[src/rtl/psram_arb_pkg.sv]
// psram_arb_pkg: shared FSM states and default timing for the PSRAM arbiter
package psram_arb_pkg;
   typedef enum logic [2:0] {IDLE, ISSUE, WAIT_BUSY, WAIT_RD, WAIT_IDLE, REF} state_t;
   localparam int REFI_DEF = 780;
   localparam int POSTPONE_DEF = 8;
   localparam int TRFC_DEF = 16;
   localparam int RD_TIMEOUT_DEF = 64;
   localparam logic [3:0] OWED_MAX = 4'd8;
endpackage

[src/rtl/rr_arbiter.sv]
// rr_arbiter: combinational round-robin grant, searching from one past ptr
module rr_arbiter #(
   parameter int NREQ = 2
) (
   input  logic [NREQ-1:0]         req,
   input  logic [$clog2(NREQ)-1:0] ptr,
   output logic [NREQ-1:0]         gnt,
   output logic [$clog2(NREQ)-1:0] idx
);
   always_comb begin
      int k;
      gnt = '0;
      idx = '0;
      k = 0;
      // walk from farthest to nearest so the nearest candidate overwrites last
      for (int i = NREQ; i >= 1; i--) begin
         k = int'(ptr) + i;
         k = k >= NREQ ? k - NREQ : k;
         if (req[k]) begin
            gnt = '0;
            gnt[k] = 1'b1;
            idx = k[$clog2(NREQ)-1:0];
         end
      end
   end
endmodule

[src/rtl/psram_arbiter.sv]
// psram_arbiter: round-robin sharing of the PSRAM user port with postponable refresh
module psram_arbiter
   import psram_arb_pkg::*;
#(
   parameter int NREQ = 2,
   parameter int REFI_CYCLES = REFI_DEF,
   parameter int POSTPONE_MAX = POSTPONE_DEF,
   parameter int TRFC_CYCLES = TRFC_DEF,
   parameter int RD_TIMEOUT = RD_TIMEOUT_DEF
) (
   input  logic                  clk100m,
   input  logic                  phy_rst,
   input  logic [NREQ-1:0]       rq_valid,
   input  logic [NREQ-1:0]       rq_we,
   input  logic [NREQ-1:0][24:0] rq_addr,
   input  logic [NREQ-1:0][31:0] rq_wdata,
   input  logic [NREQ-1:0][3:0]  rq_wbe,
   output logic [NREQ-1:0]       rq_ready,
   output logic [NREQ-1:0]       rq_rvalid,
   output logic [31:0]           rq_rdata,
   output logic                  rd_err,
   output logic [24:0]           ps_addr,
   output logic [31:0]           ps_wdata,
   output logic [3:0]            ps_wbe,
   output logic                  ps_re,
   output logic                  ps_we,
   output logic                  ps_refresh,
   input  logic                  ps_cmdready,
   input  logic [31:0]           ps_rdata,
   input  logic                  ps_rdready
);
   localparam int IW = $clog2(NREQ);
   localparam int TW = $clog2(REFI_CYCLES + 1);
   localparam int FW = $clog2(TRFC_CYCLES + 1);
   localparam int MW = $clog2(RD_TIMEOUT + 1);
   state_t state;
   logic [IW-1:0] ptr, owner, w_idx;
   logic [NREQ-1:0] w_gnt;
   logic [TW-1:0] tmr;
   logic [FW-1:0] trfc;
   logic [MW-1:0] tmo;
   logic [3:0] owed;
   logic is_rd, rd_q, expire, owe_max, ref_go, req_go, rd_edge;
   rr_arbiter #(.NREQ(NREQ)) u_rr (
      .req(rq_valid),
      .ptr(ptr),
      .gnt(w_gnt),
      .idx(w_idx)
   );
   assign expire = tmr == TW'(1);
   assign owe_max = owed >= 4'(POSTPONE_MAX);
   assign ref_go = state == IDLE && ps_cmdready && (owe_max || (rq_valid == '0 && owed != '0));
   assign req_go = state == IDLE && ps_cmdready && !owe_max && rq_valid != '0;
   assign rd_edge = ps_rdready && !rd_q;
   always_ff @(posedge clk100m) begin
      if (phy_rst) begin
         state <= IDLE;
         ptr <= IW'(NREQ - 1);
         owner <= '0;
         tmr <= TW'(REFI_CYCLES);
         owed <= '0;
         trfc <= '0;
         tmo <= '0;
         is_rd <= 1'b0;
         rd_q <= 1'b0;
         rq_ready <= '0;
         rq_rvalid <= '0;
         rq_rdata <= '0;
         rd_err <= 1'b0;
         ps_addr <= '0;
         ps_wdata <= '0;
         ps_wbe <= '0;
         ps_re <= 1'b0;
         ps_we <= 1'b0;
         ps_refresh <= 1'b0;
      end else begin
         rd_q <= ps_rdready;
         tmr <= expire ? TW'(REFI_CYCLES) : tmr - TW'(1);
         // an expiry coinciding with a refresh issue leaves owed unchanged
         owed <= expire && !ref_go && owed != OWED_MAX ? owed + 4'd1 :
                 ref_go && !expire ? owed - 4'd1 : owed;
         ps_re <= 1'b0;
         ps_we <= 1'b0;
         ps_refresh <= 1'b0;
         rq_ready <= '0;
         rq_rvalid <= '0;
         case (state)
            IDLE: begin
               if (ref_go) begin
                  state <= REF;
                  ps_refresh <= 1'b1;
                  trfc <= FW'(TRFC_CYCLES);
               end else if (req_go) begin
                  state <= ISSUE;
                  owner <= w_idx;
                  ptr <= w_idx;
                  is_rd <= !rq_we[w_idx];
                  ps_re <= !rq_we[w_idx];
                  ps_we <= rq_we[w_idx];
                  ps_addr <= rq_addr[w_idx];
                  ps_wdata <= rq_wdata[w_idx];
                  ps_wbe <= rq_wbe[w_idx];
                  rq_ready <= w_gnt;
               end
            end
            ISSUE: state <= WAIT_BUSY;
            WAIT_BUSY: begin
               if (!ps_cmdready) begin
                  state <= is_rd ? WAIT_RD : WAIT_IDLE;
                  tmo <= '0;
               end
            end
            WAIT_RD: begin
               if (rd_edge) begin
                  rq_rdata <= ps_rdata;
                  rq_rvalid <= NREQ'(1) << owner;
                  state <= WAIT_IDLE;
               end else if (tmo == MW'(RD_TIMEOUT - 1)) begin
                  rq_rdata <= '0;
                  rd_err <= 1'b1;
                  rq_rvalid <= NREQ'(1) << owner;
                  state <= WAIT_IDLE;
               end else begin
                  tmo <= tmo + MW'(1);
               end
            end
            WAIT_IDLE: state <= ps_cmdready ? IDLE : WAIT_IDLE;
            REF: begin
               if (trfc == '0) state <= IDLE;
               else trfc <= trfc - FW'(1);
            end
            default: state <= IDLE;
         endcase
      end
   end
endmodule
[config.mk]
export PLATFORM = sky130hd
export DESIGN_NAME = psram_arbiter
export DESIGN_NICKNAME = d
export VERILOG_FILES = /design/src/rtl/psram_arb_pkg.sv /design/src/rtl/rr_arbiter.sv /design/src/rtl/psram_arbiter.sv
export SDC_FILE = /design/constraint.sdc
export NUM_CORES = 1
export LEC_CHECK = 0
export ABC_AREA = 1
export CAP_MARGIN = 10
export CORE_ASPECT_RATIO = 1.2
export CORE_MARGIN = 2
export CORE_UTILIZATION = 42
export DETAILED_ROUTE_END_ITERATION = 8
export PLACE_DENSITY = 0.81
export SETUP_SLACK_MARGIN = 0.15
export SYNTH_ARGS = -nofsm -noshare
export SYNTH_HDL_FRONTEND = slang
export SYNTH_SLANG_ARGS = --single-unit
export TNS_END_PERCENT = 20
[constraint.sdc]
create_clock -name clk100m -period 3.4 [get_ports clk100m]
set_input_delay 1.02 -clock clk100m [delete_from_list [all_inputs] [get_ports clk100m]]
set_output_delay 1.02 -clock clk100m [all_outputs]
set_load 0.01 [all_outputs]
==> impl_summary.txt <==
----------------------------------------------------
[Run status]
  Result of the run ... complete, no violations

[Setup path]
  Delay contributed by the slowest stage of the critical path ... 0.47 ns
  Kind of start point of the critical path ... input pin
  Critical setup path kind ... in -> reg
  Most frequent cell on the critical path ... sky130_fd_sc_hd__nand2_1
  Standard cell with the maximum stage delay on the critical path ... sky130_fd_sc_hd__clkdlybuf4s50_1
  CP endpoint kind ... register
  Destination of the worst register-to-register timing path ... owed[3]
  R2R Path Start ... state[1]
  Reg2Reg Setup Slack ... 1.23 ns
  Arrival @ worst endpoint ... 3.17 ns
  Worst endpoint required time ... 3.70 ns
  Chain of cells forming the critical path ... clkdlybuf4s50_1 > o21ai_2 > nand2_1 > inv_1 > nand2_1 > nand2_1 > ha_1 > nand2_1 > nand2_1 > nor2_1 > nand3_1 > a21oi_1 > nor2_1
  Biggest fanout along the worst timing path ... 6
  R2R depth ... 12

[Hold path]
  Start point of the worst hold path ... rq_rdata[17]
  Tightest Hold Check Type ... reg -> reg
  Hold depth ... 2
  Hold Path Sink ... rq_rdata[17]

[Timing]
  Number of failing setup endpoints in the final timing report ... 0
  Final Hold Fails ... 0
  Worst slew margin relative to its limit ... 0.604
  Fin. max-slew vios ... 0
  Transition time at the pin with the least slew margin ... 0.593 ns
  Post-Route Skew ... roughly 0.012 ns
  TNS Setup ... 0 ns
  Post-route fraction of the period consumed by the critical path ... 0.842
  Maximum clock rate ... 349 MHz
  Final Critical Period ... about 2.9 ns
  RSZ-0062 raised after global routing ... no

[Placement]
  Final estimated routing congestion in global placement ... 0.816
  Cells after DPL ... 1189
  Dpl hpwl ... 12600 um
  Number of port buffers ... ~260

[Logic synthesis]
  Synthesized flop and latch total ... 134
  Cell count after synthesis ... 791
  Share of the synthesized area in the top cell type ... 0.462
  Most repeated cell in the gate-level netlist after synthesis ... sky130_fd_sc_hd__nand2_1
  Leading post-synthesis cells by cell area ... sky130_fd_sc_hd__dfxtp_1 46%, sky130_fd_sc_hd__nand2_1 17%, sky130_fd_sc_hd__a31oi_1 6.7%
  Syn nets ... between 900 and 1000
  Most frequent cells after synthesis ... 268 x sky130_fd_sc_hd__nand2_1, 134 x sky130_fd_sc_hd__dfxtp_1, 62 x sky130_fd_sc_hd__a31oi_1, 55 x sky130_fd_sc_hd__nor2_1, 50 x sky130_fd_sc_hd__a21oi_1
  Cell taking the most area after synthesis ... sky130_fd_sc_hd__dfxtp_1
  Average cell area after synthesis ... around 7.3 um2
  Post-synth EDFFs ... 0
  Fraction of registers with async set/reset ... 0
  Post-synth design cell area ... 5810 um2
  Count of cell types in the netlist ... 31
  Sequential area share after synthesis ... 0.462
  Main synth FF type ... sky130_fd_sc_hd__dfxtp_1
  Warnings from Yosys ... 0

[Detailed routing]
  Routed via count divided by cell count ... 4.95
  Number of antenna-violating nets in the routed design ... 0
  Via count ... 6039
  Total routed wirelength ... 17600 um
  Detailed Route Iter0 Violations ... 350
  DRT Pass-1 Iters ... 4
  Post-route DRC ... 0
  Avg WL per Cell ... 14.5 um

[Global routing]
  Vias in the first global route ... 5627
  Global-route wire length before repair ... approximately 28000 um
  Pin count of the biggest net entering global routing ... between 70 and 80
  GR met1 Demand/Resource ... 0.265
  Met3 Track Usage GR ... 0.0967
  Global-route usage over all layers ... 0.236
  Initial antenna violation count ... 0
  Global routing's busiest layer ... met2
  Remaining global-route overflow ... 0
  Global routing met2 resource utilization ... 0.396

[Clock tree]
  Hold-fix buffers at CTS ... 0
  Later-pin clock latency in the skew report ... roughly 0.42 ns
  CTS-repair resized insts ... 0
  Post-CTS repair timing setup buffer count ... 0
  Clock transition at the register clock pins on the worst setup and hold paths after CTS ... 0.06 ns
  Deepest clock path buffer count ... 2
  Sink Count ... approximately 130
  Cts bufs inserted ... 17
  Number of H-tree levels ... 4
  CTS root buffer ... sky130_fd_sc_hd__clkbuf_16
  Clock tree from TritonCTS ... done

[Die]
  Top-Level Pins ... 263
  Die boundary width ... 111 um
  Die Footprint ... between 10000 and 15000 um2
  Number of placement rows ... 47
  Initial Util ... 0.426
  Core box area ... 13600 um2
  Vertical die dimension ... 133 um

[Job]
  Maximum Capacitance Violations ... 0

[Cells and area]
  Area growth syn-to-layout ... 56.2%
  Final std cells w/o fill ... ~1200
  Count of filler cells inserted in the layout ... ~1200
  Fin nets ... 1207
  Ratio of cells with drive above 1 in the final layout ... 0.0533
  Total inserted antenna cells ... 0

[Power and ir drop]
  Worst-case vdd ir drop ... about 0.35 mV
  Leak Pwr ... 0.00357 uW
  Power Density ... about 620 nW/um2

----------------------------------------------------
## layout by cell type (no fill, tap or decap)
| cell | count |
|---|---|
| sky130_fd_sc_hd__dfxtp_1 | 134 |
| sky130_fd_sc_hd__o21ai_2 | 2 |
| sky130_fd_sc_hd__a21oi_1 | 50 |
| sky130_fd_sc_hd__o21ai_1 | 47 |
| sky130_fd_sc_hd__bufinv_16 | 2 |
| sky130_fd_sc_hd__a31oi_1 | 62 |
| sky130_fd_sc_hd__buf_4 | 6 |
| sky130_fd_sc_hd__nand2_2 | 4 |
| sky130_fd_sc_hd__nand3_4 | 1 |
| sky130_fd_sc_hd__clkbuf_1 | 1 |
| sky130_fd_sc_hd__ha_1 | 7 |
| sky130_fd_sc_hd__clkbuf_8 | 1 |
| sky130_fd_sc_hd__nand3b_1 | 4 |
| sky130_fd_sc_hd__nor2_1 | 55 |
| sky130_fd_sc_hd__xor2_1 | 6 |
| sky130_fd_sc_hd__nor2_8 | 1 |
| sky130_fd_sc_hd__buf_12 | 3 |
| sky130_fd_sc_hd__buf_2 | 1 |
| sky130_fd_sc_hd__clkdlybuf4s50_1 | 261 |
| sky130_fd_sc_hd__nor2_4 | 2 |
| sky130_fd_sc_hd__nor2_2 | 1 |
| sky130_fd_sc_hd__inv_1 | 38 |
| sky130_fd_sc_hd__nand2_1 | 267 |
| sky130_fd_sc_hd__xnor2_1 | 2 |
| sky130_fd_sc_hd__fa_1 | 1 |
| sky130_fd_sc_hd__clkinv_4 | 2 |
| sky130_fd_sc_hd__clkbuf_16 | 17 |
| sky130_fd_sc_hd__inv_2 | 4 |
| sky130_fd_sc_hd__nand3_1 | 28 |
| sky130_fd_sc_hd__nor3_1 | 4 |
| sky130_fd_sc_hd__nor3b_1 | 1 |
| sky130_fd_sc_hd__o21ai_0 | 21 |
| sky130_fd_sc_hd__mux2i_1 | 1 |
| sky130_fd_sc_hd__clkinv_2 | 1 |
| sky130_fd_sc_hd__inv_6 | 4 |
| sky130_fd_sc_hd__nand4_1 | 3 |
| sky130_fd_sc_hd__o22ai_1 | 1 |
| sky130_fd_sc_hd__clkinvlp_4 | 4 |
## final cells by class
cell class,instances,area [um2],area share
clock buffer,19,443,0.0488
tap,171,214,0.0236
sequential,134,2680,0.296
clock inverter,13,148,0.0163
multi-input combinational,571,2710,0.298
timing repair buffer,271,2720,0.300
inverter,42,158,0.0174
## cells by family after synthesis
group | count (synthesis) | synth area share
AO/OA/AOI/OAI | 183 | 0.173
XOR/XNOR | 8 | 0.0121
multiplexers | 1 | 0.00172
AND/OR/NAND/NOR | 371 | 0.261
adder cells (fa/ha/maj) | 8 | 0.0185
flip-flops | 134 | 0.462
buffers and inverters | 86 | 0.0728
## worst max-delay path, delay by kind of cell
kind	cells	cell delay [ns]
AO/OA/AOI/OAI	2	0.48
adder cells (fa/ha/maj)	1	0.30
AND/OR/NAND/NOR	8	0.79
buffers and inverters	2	0.56
## state kept, by name, summed over array words and instances, names as in the netlist
signal,count
tmo,7
rd_q,1
ps_refresh,1
is_rd,1
owed,4
ps_we,1
rd_err,1
tmr,10
ps_re,1
ps_wdata,32
trfc,5
ptr,1
state,3
rq_ready,2
owner,1
rq_rvalid,2
rq_rdata,32
ps_wbe,4
ps_addr,25
## where the power goes
part / switching (uW) / leakage, uW / internal (uW) / total [uW]
Clock: 727 / 0.000277 / 1110 / 1840
Sequential: 165 / 0.00109 / 1830 / 2000
Combinational: 962 / 0.00220 / 850 / 1810
Total: 1850 / 0.00357 / 3790 / 5640
## metal layers
metal | vias to the layer above | wire (um)
met5 | - | 0
li1 | 3120 | -
met3 | 39 | 1550
met2 | 222 | 8520
met1 | 2658 | 7080
met4 | 0 | 500
## through the flow
| stage | cell area (um2) | hold WS (ns) | util | worst slack (ns) | power (uW) |
|---|---|---|---|---|---|
| after floorplan | 5810 | 0.417 | - | 0.847 | 3090 |
| after global placement | 8480 | 0.446 | 0.622 | 0.226 | 3810 |
| after detailed placement | 8480 | 0.452 | 0.622 | 0.132 | 3830 |
| after CTS | 9070 | 0.461 | 0.665 | 0.568 | 5690 |
| after global routing | 9070 | 0.481 | 0.665 | 0.269 | 5980 |
| final | 9070 | 0.459 | 0.665 | 0.538 | 5640 |
## worst max path at each step
| stage | start | endpoint | slack, ns |
|---|---|---|---|
| after global placement | rq_valid[1] | owed[3] | 0.23 |
| after global routing | rq_valid[1] | owed[3] | 0.27 |
| after floorplan | rq_valid[1] | owed[3] | 0.85 |
| after detailed placement | rq_valid[1] | owed[3] | 0.13 |
| after CTS | rq_valid[1] | owed[3] | 0.57 |
| final | rq_valid[1] | owed[3] | 0.54 |
No activity file was read; power rests on OpenSTA's default activity.
